## src/rtl/operand_scheduler.sv

```systemverilog
// operand_scheduler
// Arbitrates two requesters onto one shared combinational datapath.
// Operands are registered onto dp_a/dp_b, the datapath result is sampled
// LATENCY edges later, and it is then held for the owning requester until
// that requester takes it. At most one transaction is in flight at a time.
module operand_scheduler #(
    parameter int LATENCY = 1
) (
    input  logic        clk,
    input  logic        rst,
    input  logic        req0_valid,
    input  logic [31:0] req0_a,
    input  logic [31:0] req0_b,
    output logic        req0_ready,
    input  logic        req1_valid,
    input  logic [31:0] req1_a,
    input  logic [31:0] req1_b,
    output logic        req1_ready,
    output logic        resp0_valid,
    output logic [31:0] resp0_y,
    input  logic        resp0_ready,
    output logic        resp1_valid,
    output logic [31:0] resp1_y,
    input  logic        resp1_ready,
    output logic [31:0] dp_a,
    output logic [31:0] dp_b,
    input  logic [31:0] dp_y,
    output logic        busy
);

    typedef enum logic [1:0] {
        IDLE  = 2'd0,
        ISSUE = 2'd1,
        RESP  = 2'd2
    } state_t;

    // Counter reload value: the result is sampled once the counter has
    // counted down from LATENCY-1 to zero, i.e. on the LATENCY-th edge.
    localparam logic [3:0] LAT_RELOAD = 4'(LATENCY - 1);

    state_t      r_state;
    logic [3:0]  r_count;
    logic        r_owner;
    logic        r_lastGrant;
    logic [31:0] r_result;
    logic [31:0] r_dpA;
    logic [31:0] r_dpB;
    logic        r_resp0Valid;
    logic        r_resp1Valid;
    logic        r_busy;

    logic w_grant0;
    logic w_grant1;
    logic w_accept0;
    logic w_accept1;
    logic w_ownerReady;

    // Round-robin grant: a sole valid requester wins; on a tie the
    // requester that was not served last wins. Re-evaluated every cycle.
    assign w_grant0 = req0_valid && (!req1_valid || r_lastGrant);
    assign w_grant1 = req1_valid && (!req0_valid || !r_lastGrant);

    assign req0_ready = (r_state == IDLE) && w_grant0;
    assign req1_ready = (r_state == IDLE) && w_grant1;

    assign w_accept0 = req0_valid && req0_ready;
    assign w_accept1 = req1_valid && req1_ready;

    // Only the owner's response handshake can close a transaction.
    assign w_ownerReady = r_owner ? resp1_ready : resp0_ready;

    // Transaction sequencing: accept, wait out the datapath latency,
    // hold the response until the owner takes it.
    always_ff @(posedge clk or posedge rst) begin
        if (rst) begin
            r_state      <= IDLE;
            r_count      <= 4'd0;
            r_owner      <= 1'b0;
            r_lastGrant  <= 1'b1;
            r_result     <= 32'd0;
            r_dpA        <= 32'd0;
            r_dpB        <= 32'd0;
            r_resp0Valid <= 1'b0;
            r_resp1Valid <= 1'b0;
            r_busy       <= 1'b0;
        end else begin
            case (r_state)
                IDLE: begin
                    if (w_accept0) begin
                        r_dpA   <= req0_a;
                        r_dpB   <= req0_b;
                        r_owner <= 1'b0;
                        r_count <= LAT_RELOAD;
                        r_state <= ISSUE;
                        r_busy  <= 1'b1;
                    end else if (w_accept1) begin
                        r_dpA   <= req1_a;
                        r_dpB   <= req1_b;
                        r_owner <= 1'b1;
                        r_count <= LAT_RELOAD;
                        r_state <= ISSUE;
                        r_busy  <= 1'b1;
                    end
                end
                ISSUE: begin
                    if (r_count != 4'd0) begin
                        r_count <= r_count - 4'd1;
                    end else begin
                        r_result <= dp_y;
                        r_state  <= RESP;
                        if (r_owner) begin
                            r_resp1Valid <= 1'b1;
                        end else begin
                            r_resp0Valid <= 1'b1;
                        end
                    end
                end
                RESP: begin
                    if (w_ownerReady) begin
                        r_resp0Valid <= 1'b0;
                        r_resp1Valid <= 1'b0;
                        r_lastGrant  <= r_owner;
                        r_state      <= IDLE;
                        r_busy       <= 1'b0;
                    end
                end
                default: begin
                    r_state      <= IDLE;
                    r_resp0Valid <= 1'b0;
                    r_resp1Valid <= 1'b0;
                    r_busy       <= 1'b0;
                end
            endcase
        end
    end

    // Both response ports show the same result; valid marks the owner.
    assign resp0_valid = r_resp0Valid;
    assign resp1_valid = r_resp1Valid;
    assign resp0_y     = r_result;
    assign resp1_y     = r_result;
    assign dp_a        = r_dpA;
    assign dp_b        = r_dpB;
    assign busy        = r_busy;

endmodule

```

## config.mk

```make
export PLATFORM = sky130hd
export DESIGN_NAME = operand_scheduler
export DESIGN_NICKNAME = d
export VERILOG_FILES = /design/src/rtl/operand_scheduler.sv
export SDC_FILE = /design/constraint.sdc
export NUM_CORES = 1
export LEC_CHECK = 0
export ABC_CLOCK_PERIOD_IN_PS = 6250
export CELL_PAD_IN_SITES_DETAIL_PLACEMENT = 1
export CELL_PAD_IN_SITES_GLOBAL_PLACEMENT = 1
export CORE_ASPECT_RATIO = 0.5
export CORE_UTILIZATION = 33
export DETAILED_ROUTE_END_ITERATION = 10
export PLACE_DENSITY_LB_ADDON = 0.1
export SETUP_SLACK_MARGIN = 0.05
export SLEW_MARGIN = 25
export SYNTH_ARGS = -nofsm -noshare
export SYNTH_HDL_FRONTEND = slang
export SYNTH_SLANG_ARGS = --single-unit
```

## constraint.sdc

```tcl
create_clock -name clk -period 6.25 [get_ports clk]
set_input_delay 1.5625 -clock clk [delete_from_list [all_inputs] [get_ports clk]]
set_output_delay 1.5625 -clock clk [all_outputs]
set_load 0.01 [all_outputs]
```

==> out/qor.txt, run 1 <==
CTS tree: yes
YS warnings: 0
Clk pwr share: 0.134
Die ar.: 18,850 um2
post-synthesis instance area: 6031 um2
DR WL/cell: 21.66 um
RSZ-0062 raised after global routing: no
CP Launch Type: input port
Avg Cell Area, Syn: 12.97 um2
Final Hold Fails: 0
Cell variety after synth: 41
class of the worst hold path: reg2reg
Hold Crit Start: resp0_valid
Slew HR: 0.4471
port bufs: 298
synth top area cells: dfrtp_1, nor3b_2, a221o_1
Max Clock Skew: 0.01022 ns
WP data arrival: 3.03 ns
Worst VDD drop: 0.1703 mV
met1 global-route usage: 0.2892
Internal Power: 2.703 mW
largest net degree at the start of global routing: 79
min Tclk post-route: 4.592 ns
Async SR Flop Fraction: 1.000
CP startpoint: req1_valid
Pleak: 3.628 nW
met2 Usage GRT: 0.3541
PwrDens: 464.2 nW/um2
max-cap violation count: 0
largest area contributor in the netlist: dfrtp_1
vias in the first global route: 5,272
f_max: 217.8 MHz
first-pass GRT wire length: 31,440 um
kind of critical path: in2out
Sw Pwr: 1.528 mW
n_diodes: 0
Cells after Synth: 465
max-slew violations: 0
row count: 34
clock sink count: 107
Reg power frac: 0.307
PostCTS Resize Cnt: 0
status: finished with violations
worst skew pair latency: 0.35 ns
starting density of the core: 0.3424
crit path max fanout: 5
Cell Area, Placed: 8826 um2
Critical Path Sink Type: output port
drt via density: 5.380
Synthesized Nets: 633
Post-synth EDFFs: 0
Chip Width: 193.2 um
global route hottest layer: met2
Congestion Overflow GR: 0
fin nets: 865
failing checks: DRC
drt total wl: 20,280 um
Seq/Total Area, Yosys: 0.4442
fin crit share: 0.7347
root buf cell: clkbuf_16
Final Util: 0.5175
Setup Viol. Count Final: 0
Clk pin slew, worst setup/hold paths: 0.08 ns
Synth top area share: 0.4398
initial drt markers: 203
Tightest Pin Transition: 0.8293 ns
htree depth: 3
Synth Flop Type: dfrtp_1
layout cells sized above 1: 0.1766
Sw Ratio: 0.3612
met3 global-route usage: 0.05237
GRT Overall Usage: 0.2161
post-CTS repair timing setup buffer count: 0
Required @ worst endpoint: 4.69 ns
combinational share of power: 0.559
core area: 17,610 um2
final instance area: 9114 um2
Post-CTS Hold Buffers: 0
CTS max path bufs: 2
r2r startpoint: r_state[1]
Area Growth Syn to Fin: 51.12%
DR pass1 iterations: 7
I/O pin cnt: 299
die height: 97.59 um
DRC: 17
DP Wirelength: 13,260 um
Num CTS Buffers: 9
initial antenna violation count: 0
Setup TNS Final: 0 ns
number of synthesized register bits: 107
Final GP Congestion: 0.7548
ANT nets after route: 0
vias: 5,036
## kinds of logic (layout without fill, tap and decap cells)
family,after synthesis,in the layout,share of synthesized area
AO/OA/AOI/OAI,80,80,0.1234
adder cells (fa/ha/maj),2,2,0.004149
flip-flops,107,107,0.4442
buffers and inverters,93,330,0.1023
multiplexers,33,33,0.07946
AND/OR/NAND/NOR,150,150,0.2465
## worst max-delay path, stage by stage
cell	delay, ns
clkdlybuf4s50_1	0.67
and3_1	0.24
clkdlybuf4s50_1	0.55
## through the flow
| step | power (mW) | hold WS [ns] | worst slack, ns | cells |
|---|---|---|---|---|
| after floorplan | 2.659 | 0.4948 | 1.872 | 465 |
| after global placement | 3.643 | 0.4846 | 1.674 | 920 |
| after detailed placement | 3.689 | 0.4968 | 1.643 | 920 |
| after CTS | 4.291 | 0.5185 | 1.642 | 936 |
| after global routing | 4.488 | 0.5288 | 1.625 | 936 |
| final | 4.231 | 0.5141 | 1.658 | 936 |
## worst paths after layout
path	slack (ns)	cells past startpoint	to
max in group asynchronous	3.56	3	r_lastGrant
min in group asynchronous	1.73	2	dp_a[31]
max reg2reg	3.50	5	dp_b[19]
min reg2reg	0.51	2	resp0_valid
max	1.66	3	req1_ready
min	0.51	2	resp0_valid
## per-layer routing
layer	wire (um)	up-vias
met3	1201	16
met2	9797	165
met5	0	-
li1	-	2243
met4	201	0
met1	9078	2612
## power groups by stage
stage	Sequential, mW	Clock, mW	Combinational (mW)
after global placement	1.29	0	2.35
after global routing	1.35	0.607	2.53
final	1.30	0.569	2.36
after floorplan	1.41	0	1.25
after CTS	1.30	0.593	2.39
after detailed placement	1.31	0	2.38
## flip-flops by register name, summed over array words and instances (netlist names)
register / flops
r_state: 2
dp_a: 32
dp_b: 32
r_owner: 1
r_lastGrant: 1
resp0_valid: 1
resp1_valid: 1
busy: 1
r_count: 4
resp0_y: 32
## cell usage in the layout (no fill, tap or decap), types with 3 or more instances in the layout
| cell type | n |
|---|---|
| and4_1 | 64 |
| mux2_1 | 3 |
| buf_4 | 7 |
| dfrtp_1 | 106 |
| mux2_4 | 29 |
| nor3b_2 | 60 |
| nor3_1 | 3 |
| clkdlybuf4s50_1 | 297 |
| o21ai_0 | 3 |
| inv_1 | 6 |
| clkbuf_16 | 9 |
| a21oi_1 | 3 |
| nor2_1 | 4 |
| a221o_1 | 64 |
| nor3b_1 | 4 |
## cell usage after synthesis, drive strengths merged, types with 3 or more instances
| cell type | count |
|---|---|
| mux2 | 32 |
| nor2 | 6 |
| buf | 64 |
| and4 | 64 |
| a21oi | 3 |
| nor3b | 64 |
| clkbuf | 22 |
| o21ai | 4 |
| nor2b | 3 |
| a221o | 64 |
| nor3 | 3 |
| inv | 7 |
| dfrtp | 106 |
## cell type report
type	count	area, um2
clock buffer	11	242.7
clock inverter	5	45.04
fill	1824	8498
inverter	7	31.28
multi-input combinational	265	2761
sequential	107	2679
tap	234	292.8
timing repair buffer	307	3062
Power figures use the tool's default switching activity.
==> run 2, diff against run 1 <==
--- a/config.mk
+++ b/config.mk
@@ -5,11 +5,11 @@
 export SDC_FILE = /design/constraint.sdc
 export NUM_CORES = 1
 export LEC_CHECK = 0
-export ABC_CLOCK_PERIOD_IN_PS = 6250
+export ABC_CLOCK_PERIOD_IN_PS = 3800
 export CELL_PAD_IN_SITES_DETAIL_PLACEMENT = 1
 export CELL_PAD_IN_SITES_GLOBAL_PLACEMENT = 1
 export CORE_ASPECT_RATIO = 0.5
-export CORE_UTILIZATION = 33
+export CORE_UTILIZATION = 28
 export DETAILED_ROUTE_END_ITERATION = 10
 export PLACE_DENSITY_LB_ADDON = 0.1
 export SETUP_SLACK_MARGIN = 0.05
==> constraint.sdc (replaced) <==
create_clock -name clk -period 3.8 [get_ports clk]
set_input_delay 0.95 -clock clk [delete_from_list [all_inputs] [get_ports clk]]
set_output_delay 0.95 -clock clk [all_outputs]
set_load 0.01 [all_outputs]
==> run 2 against run 1 <==
  * The flow now finishes without violations
  * Via count shrank 1.1%
  * Hold slack lost 0.013 ns
  * Clock skew shrank 0.0034 ns
  * Sequential power grew 64%
==> out/qor.txt, run 2 (synthesis results as in run 1) <==
worst skew pair latency: 0.35 ns (about the same)
port bufs: 298 (unchanged)
R2R Setup Slk: 1.46 ns (-2.04 ns)
max-slew violations: 0 (unchanged)
crit-path cells: clkdlybuf4s50_1, and3_1, clkdlybuf4s50_1
Crit-path slowest cell: clkdlybuf4s50_1
fin nets: 871 (+0.69%)
I/O pin cnt: 299 (unchanged)
DP Wirelength: 13,700 um (+3.3%)
Final Util: 0.4426 (-0.07489)
most frequent cells in the layout: clkdlybuf4s50_1, dfrtp_1, and4_1, a221o_1, nor3b_2
starting density of the core: 0.2895 (-0.05294)
root buf cell: clkbuf_16
Required @ worst endpoint: 2.85 ns (-1.84 ns)
Area Growth Syn to Fin: 52.88%
Post-CTS Hold Buffers: 0 (unchanged)
post-placement setup slack: 0.4341 ns (-1.209 ns)
max-cap violation count: 0 (unchanged)
post-CTS repair timing setup buffer count: 0 (unchanged)
# fillers: 2,187 (+20%)
status: completed
commonest non-fill, non-tap cell in the layout: clkdlybuf4s50_1
Pleak: 3.664 nW (+0.98%)
RSZ-0062 raised after global routing: no
initial drt markers: 226 (+11%)
layout cells sized above 1: 0.1850 (+0.008390)
min Tclk post-route: 3.340 ns
die height: 105.8 um (+8.4%)
crit path max fanout: 5 (unchanged)
Chip Width: 209.6 um (+8.5%)
f_max: 299.4 MHz
row count: 37 (+8.8%)
class of the worst hold path: reg2reg
Final Hold Fails: 0 (unchanged)
Slew HR: 0.3895 (-0.05767)
Clk pin slew, worst setup/hold paths: 0.07 ns (about the same)
Setup TNS Final: 0 ns (unchanged)
CTS tree: yes
vias: 4,980 (-1.1%)
initial antenna violation count: 0 (unchanged)
crit-path most repeated cell: clkdlybuf4s50_1
kind of critical path: in2out
Max Clock Skew: 0.006855 ns (-0.003365 ns)
DR WL/cell: 21.22 um (-2.0%)
vias in the first global route: 5,195 (-1.5%)
Num CTS Buffers: 9 (unchanged)
WP data arrival: 2.39 ns (-0.64 ns)
htree depth: 3 (unchanged)
largest net degree at the start of global routing: 66 (-16%)
drt via density: 5.076 (-5.6%)
Setup WS post-layout: 0.4597 ns (-1.198 ns)
Congestion Overflow GR: 0 (unchanged)
ANT nets after route: 0 (unchanged)
Setup Viol. Count Final: 0 (unchanged)
Worst Path Buf+Inv: 2 (unchanged)
CP Launch Type: input port
CP delay by family, top: buffers and inverters
Tightest Pin Transition: 0.9139 ns (+0.08457 ns)
core area: 20,830 um2 (+18%)
DR pass1 iterations: 4 (-3)
PwrDens: 752.6 nW/um2 (+62%)
GRT Overall Usage: 0.1883 (-0.02778)
fin crit share: 0.8790
DRC: 0 (-17)
clock sink count: 107 (unchanged)
CTS max path bufs: 2 (unchanged)
n_diodes: 0 (unchanged)
first-pass GRT wire length: 31,990 um (+1.8%)
Worst VDD drop: 0.2843 mV (+67%)
Final GP Congestion: 0.7148 (-5.3%)
drt total wl: 20,820 um (+2.7%)
Critical Path Sink Type: output port
Die ar.: 22,170 um2 (+18%)
CP max stage delay: 0.65 ns (-0.02 ns)
PostCTS Resize Cnt: 0 (unchanged)
[run 2: layer usage]
metal	GRT usage	wire length, um
met1	0.2504	9472
met2	0.3090	10080
met3	0.04827	1063
met4	0.03806	207
met5	0	0
[run 2: layout make-up]
class	instances	area (um2)	area share
multi-input cells	265	2761	0.2995
flip-flops and latches	107	2679	0.2905
inverters	7	30.03	0.003257
clock buffers	11	252.7	0.02741
clock inverters	5	27.53	0.002985
repair buffers	313	3128	0.3393
well taps	273	341.6	0.03705
[run 2: where the power goes]
group / switching [mW] / internal [mW]
Clock: 0.446 / 0.477
Sequential: 0.414 / 1.72
Combinational: 1.61 / 2.27
Total: 2.47 / 4.47
[run 2: worst reg2reg max path, stage by stage (launching register included)]
cell	delay [ns]
dfrtp_1	0.40
inv_1	0.12
ha_1	0.20
and4bb_4	0.28
nor2b_4	0.32
buf_4	0.49
mux2_1	0.39
[run 2: worst paths after layout]
path / start / to / depth (start not counted)
worst min register to register: resp0_valid / resp0_valid / 2
worst min-delay path: resp0_valid / resp0_valid / 2
min in group asynchronous: rst / resp0_y[24] / 2
worst max-delay path: req1_valid / req1_ready / 3
max in group asynchronous: rst / resp0_y[1] / 3
worst max register to register: r_count[0] / resp0_y[15] / 6
[run 2: stage by stage]
stage / hold WS, ns / instances / instance area (um2) / total power, mW
global route: 0.5326 / 981 / 9220 / 7.361
detailed placement: 0.4878 / 965 / 8940 / 6.089
finish: 0.5012 / 981 / 9220 / 6.939
global placement: 0.4858 / 965 / 8940 / 6.033
floorplan: 0.4948 / 465 / 6035 / 4.374
CTS: 0.5087 / 981 / 9220 / 7.055
==> run 3, diff against run 2 <==
--- a/config.mk
+++ b/config.mk
@@ -12,8 +12,9 @@
 export CORE_UTILIZATION = 28
 export DETAILED_ROUTE_END_ITERATION = 10
 export PLACE_DENSITY_LB_ADDON = 0.1
+export RECOVER_POWER = 100
 export SETUP_SLACK_MARGIN = 0.05
-export SLEW_MARGIN = 25
+export SLEW_MARGIN = 20
 export SYNTH_ARGS = -nofsm -noshare
 export SYNTH_HDL_FRONTEND = slang
 export SYNTH_SLANG_ARGS = --single-unit
==> run 3 against run 2 <==
  * The flow now finishes with violations (capacitance limit, slew limit)
  * Die area did not move
  * Combinational power decreased by 12%
  * Non-clock buffer count unchanged
  * Fmax shrank 4.0%
  * Critical path depth stayed put
  * Sequential power down 2%
  * Hold slack got worse by 0.0056 ns
  * Highest routed layer unchanged
  * Critical path type unchanged
  * Setup slack lost 0.14 ns
  * Clock power shrank 0.4%
  * Global-route usage is the same
  * Clock-buffer cell count is the same
==> out/qor.txt, run 3 (synthesis results as in run 1) <==
largest net degree at the start of global routing: 66 (unchanged)
Final Hold Fails: 0 (unchanged)
Chip Width: 209.6 um (unchanged)
Congestion Overflow GR: 0 (unchanged)
depth of the worst hold-timing path: 2 (unchanged)
worst hold margin: 0.4956 ns (-0.005612 ns)
Clk pin slew, worst setup/hold paths: 0.07 ns (about the same)
Setup Viol. Count Final: 0 (unchanged)
GRT Overall Usage: 0.1883 (unchanged)
Crit-path slowest cell: dlygate4sd3_1
I/O pin cnt: 299 (unchanged)
Final GP Congestion: 0.7148 (unchanged)
Critical Path Sink Type: output port
die height: 105.8 um (unchanged)
root buf cell: clkbuf_16
Max Clock Skew: 0.007077 ns (+0.0002219 ns)
post-CTS repair timing setup buffer count: 0 (unchanged)
PostCTS Resize Cnt: 0 (unchanged)
failing checks: capacitance limit, slew limit
status: finished with violations
Final Util: 0.4355 (-0.007088)
fin nets: 871 (unchanged)
R2R Setup Slk: 0.94 ns (-0.52 ns)
Power, Total: 6.422 mW (-7.5%)
most frequent cells in the layout: clkdlybuf4s50_1, dlygate4sd3_1, dfrtp_1
Setup TNS Final: 0 ns (unchanged)
CP Launch Type: input port
Hold Crit Start: resp0_valid
Die ar.: 22,170 um2 (unchanged)
CTS tree: yes
Worst Reg2Reg Path Length in Cells: 6 (unchanged)
clock sink count: 107 (unchanged)
fin crit share: 0.9158 (+0.03673)
kind of critical path: in2out
vias: 4,932 (-0.96%)
row count: 37 (unchanged)
drt total wl: 20,610 um (-1.0%)
PwrDens: 707.8 nW/um2 (-5.9%)
Pleak: 3.663 nW (about the same)
drt via density: 5.022 (-1.1%)
DR WL/cell: 20.99 um (-1.1%)
Tightest Pin Transition: 1.800 ns (+0.8858 ns)
non-filler instance count after layout: 982 (+0.10%)
commonest non-fill, non-tap cell in the layout: clkdlybuf4s50_1
Slew HR: -0.2064 (-0.5958)
RSZ-0062 raised after global routing: no
ANT nets after route: 0 (unchanged)
DR pass1 iterations: 4 (unchanged)
Post-CTS Hold Buffers: 0 (unchanged)
WP data arrival: 2.53 ns (+0.14 ns)
CTS max path bufs: 2 (unchanged)
vias in the first global route: 5,195 (unchanged)
DP Wirelength: 13,700 um (unchanged)
initial antenna violation count: 1 (+1)
Required @ worst endpoint: 2.85 ns (about the same)
class of the worst hold path: reg2reg
first-pass GRT wire length: 31,990 um (unchanged)
min Tclk post-route: 3.480 ns (+0.1396 ns)
DRC: 0 (unchanged)
crit-path cells: dlygate4sd3_1, and3_1, dlygate4sd3_1
Num CTS Buffers: 9 (unchanged)
Area Growth Syn to Fin: 50.44%
initial drt markers: 202 (-11%)
max-cap violation count: 2 (+2)
crit path max fanout: 5 (unchanged)
Worst VDD drop: 0.2673 mV (-6.0%)
# placed instances: 965 (unchanged)
CP delay by family, top: buffers and inverters
Worst Path Buf+Inv: 2 (unchanged)
worst skew pair latency: 0.35 ns (about the same)
port bufs: 298 (unchanged)
WHS Endpoint: resp0_valid
crit-path most repeated cell: dlygate4sd3_1
FF-to-FF End: resp0_y[23]
Crit. path cell count: 3 (unchanged)
CP max stage delay: 0.72 ns (+0.07 ns)
starting density of the core: 0.2895 (unchanged)
r2r startpoint: r_count[0]
layout cells sized above 1: 0.1427 (-0.04237)
htree depth: 3 (unchanged)
core area: 20,830 um2 (unchanged)
f_max: 287.4 MHz (-4.0%)
max-slew violations: 103 (+103)
run 3: cell count changes in the layout (fill, tap and decap cells not counted), moves of 2 or more:
| cell | change |
|---|---|
| mux2_4 | -26 |
| dlygate4sd3_1 | +136 |
| mux2_2 | +2 |
| buf_4 | -6 |
| clkbuf_1 | +3 |
| clkdlybuf4s50_1 | -136 |
| clkbuf_2 | +4 |
| mux2_1 | +24 |
run 3: worst max-delay path by stage:
stage | endpoint | start
2_1_floorplan | req0_ready | req1_valid
3_3_place_gp | req1_ready | req1_valid
3_5_place_dp | req1_ready | req1_valid
4_1_cts | req1_ready | req1_valid
5_1_grt | dp_a[4] | rst
6_report | req1_ready | req1_valid
run 3: stage by stage:
| stage | instance area (um2) | worst slack, ns |
|---|---|---|
| floorplan | 6035 | 1.295 |
| global placement | 8940 | 0.4398 |
| detailed placement | 8940 | 0.4341 |
| CTS | 9220 | 0.4312 |
| global route | 9072 | 0.2463 |
| finish | 9072 | 0.3201 |
run 3: layout make-up:
type	instances	area [um2]
timing repair buffer	313	3094
antenna	1	2.502
multi-input combinational	265	2648
inverter	7	27.53
sequential	107	2679
tap	273	341.6
fill	2205	11760
clock inverter	5	27.53
clock buffer	11	252.7
run 3: routing by layer:
metal / vias up / routed length, um / track usage / part of all wire
li1: 2261 / - / - / -
met1: 2518 / 9197 / 0.2504 / 0.45
met2: 139 / 10110 / 0.3090 / 0.49
met3: 14 / 1096 / 0.04827 / 0.053
met4: 0 / 208 / 0.03806 / 0.010
met5: - / 0 / 0 / 0
run 3: worst reg2reg max path: cells and delay by family, from the launching register on:
| family | cells | cell delay (ns) |
|---|---|---|
| and+or+nand+nor | 2 | 0.93 |
| adders and majority gates | 1 | 0.19 |
| buffers and inverters | 2 | 0.81 |
| DFF | 1 | 0.40 |
| muxes | 1 | 0.40 |
run 3: where the power goes:
| group | internal, mW | leakage, nW | switching [mW] |
|---|---|---|---|
| Clock | 0.477 | 0.141 | 0.442 |
| Sequential | 1.72 | 1.29 | 0.370 |
| Combinational | 1.83 | 2.23 | 1.58 |
| Total | 4.03 | 3.66 | 2.40 |
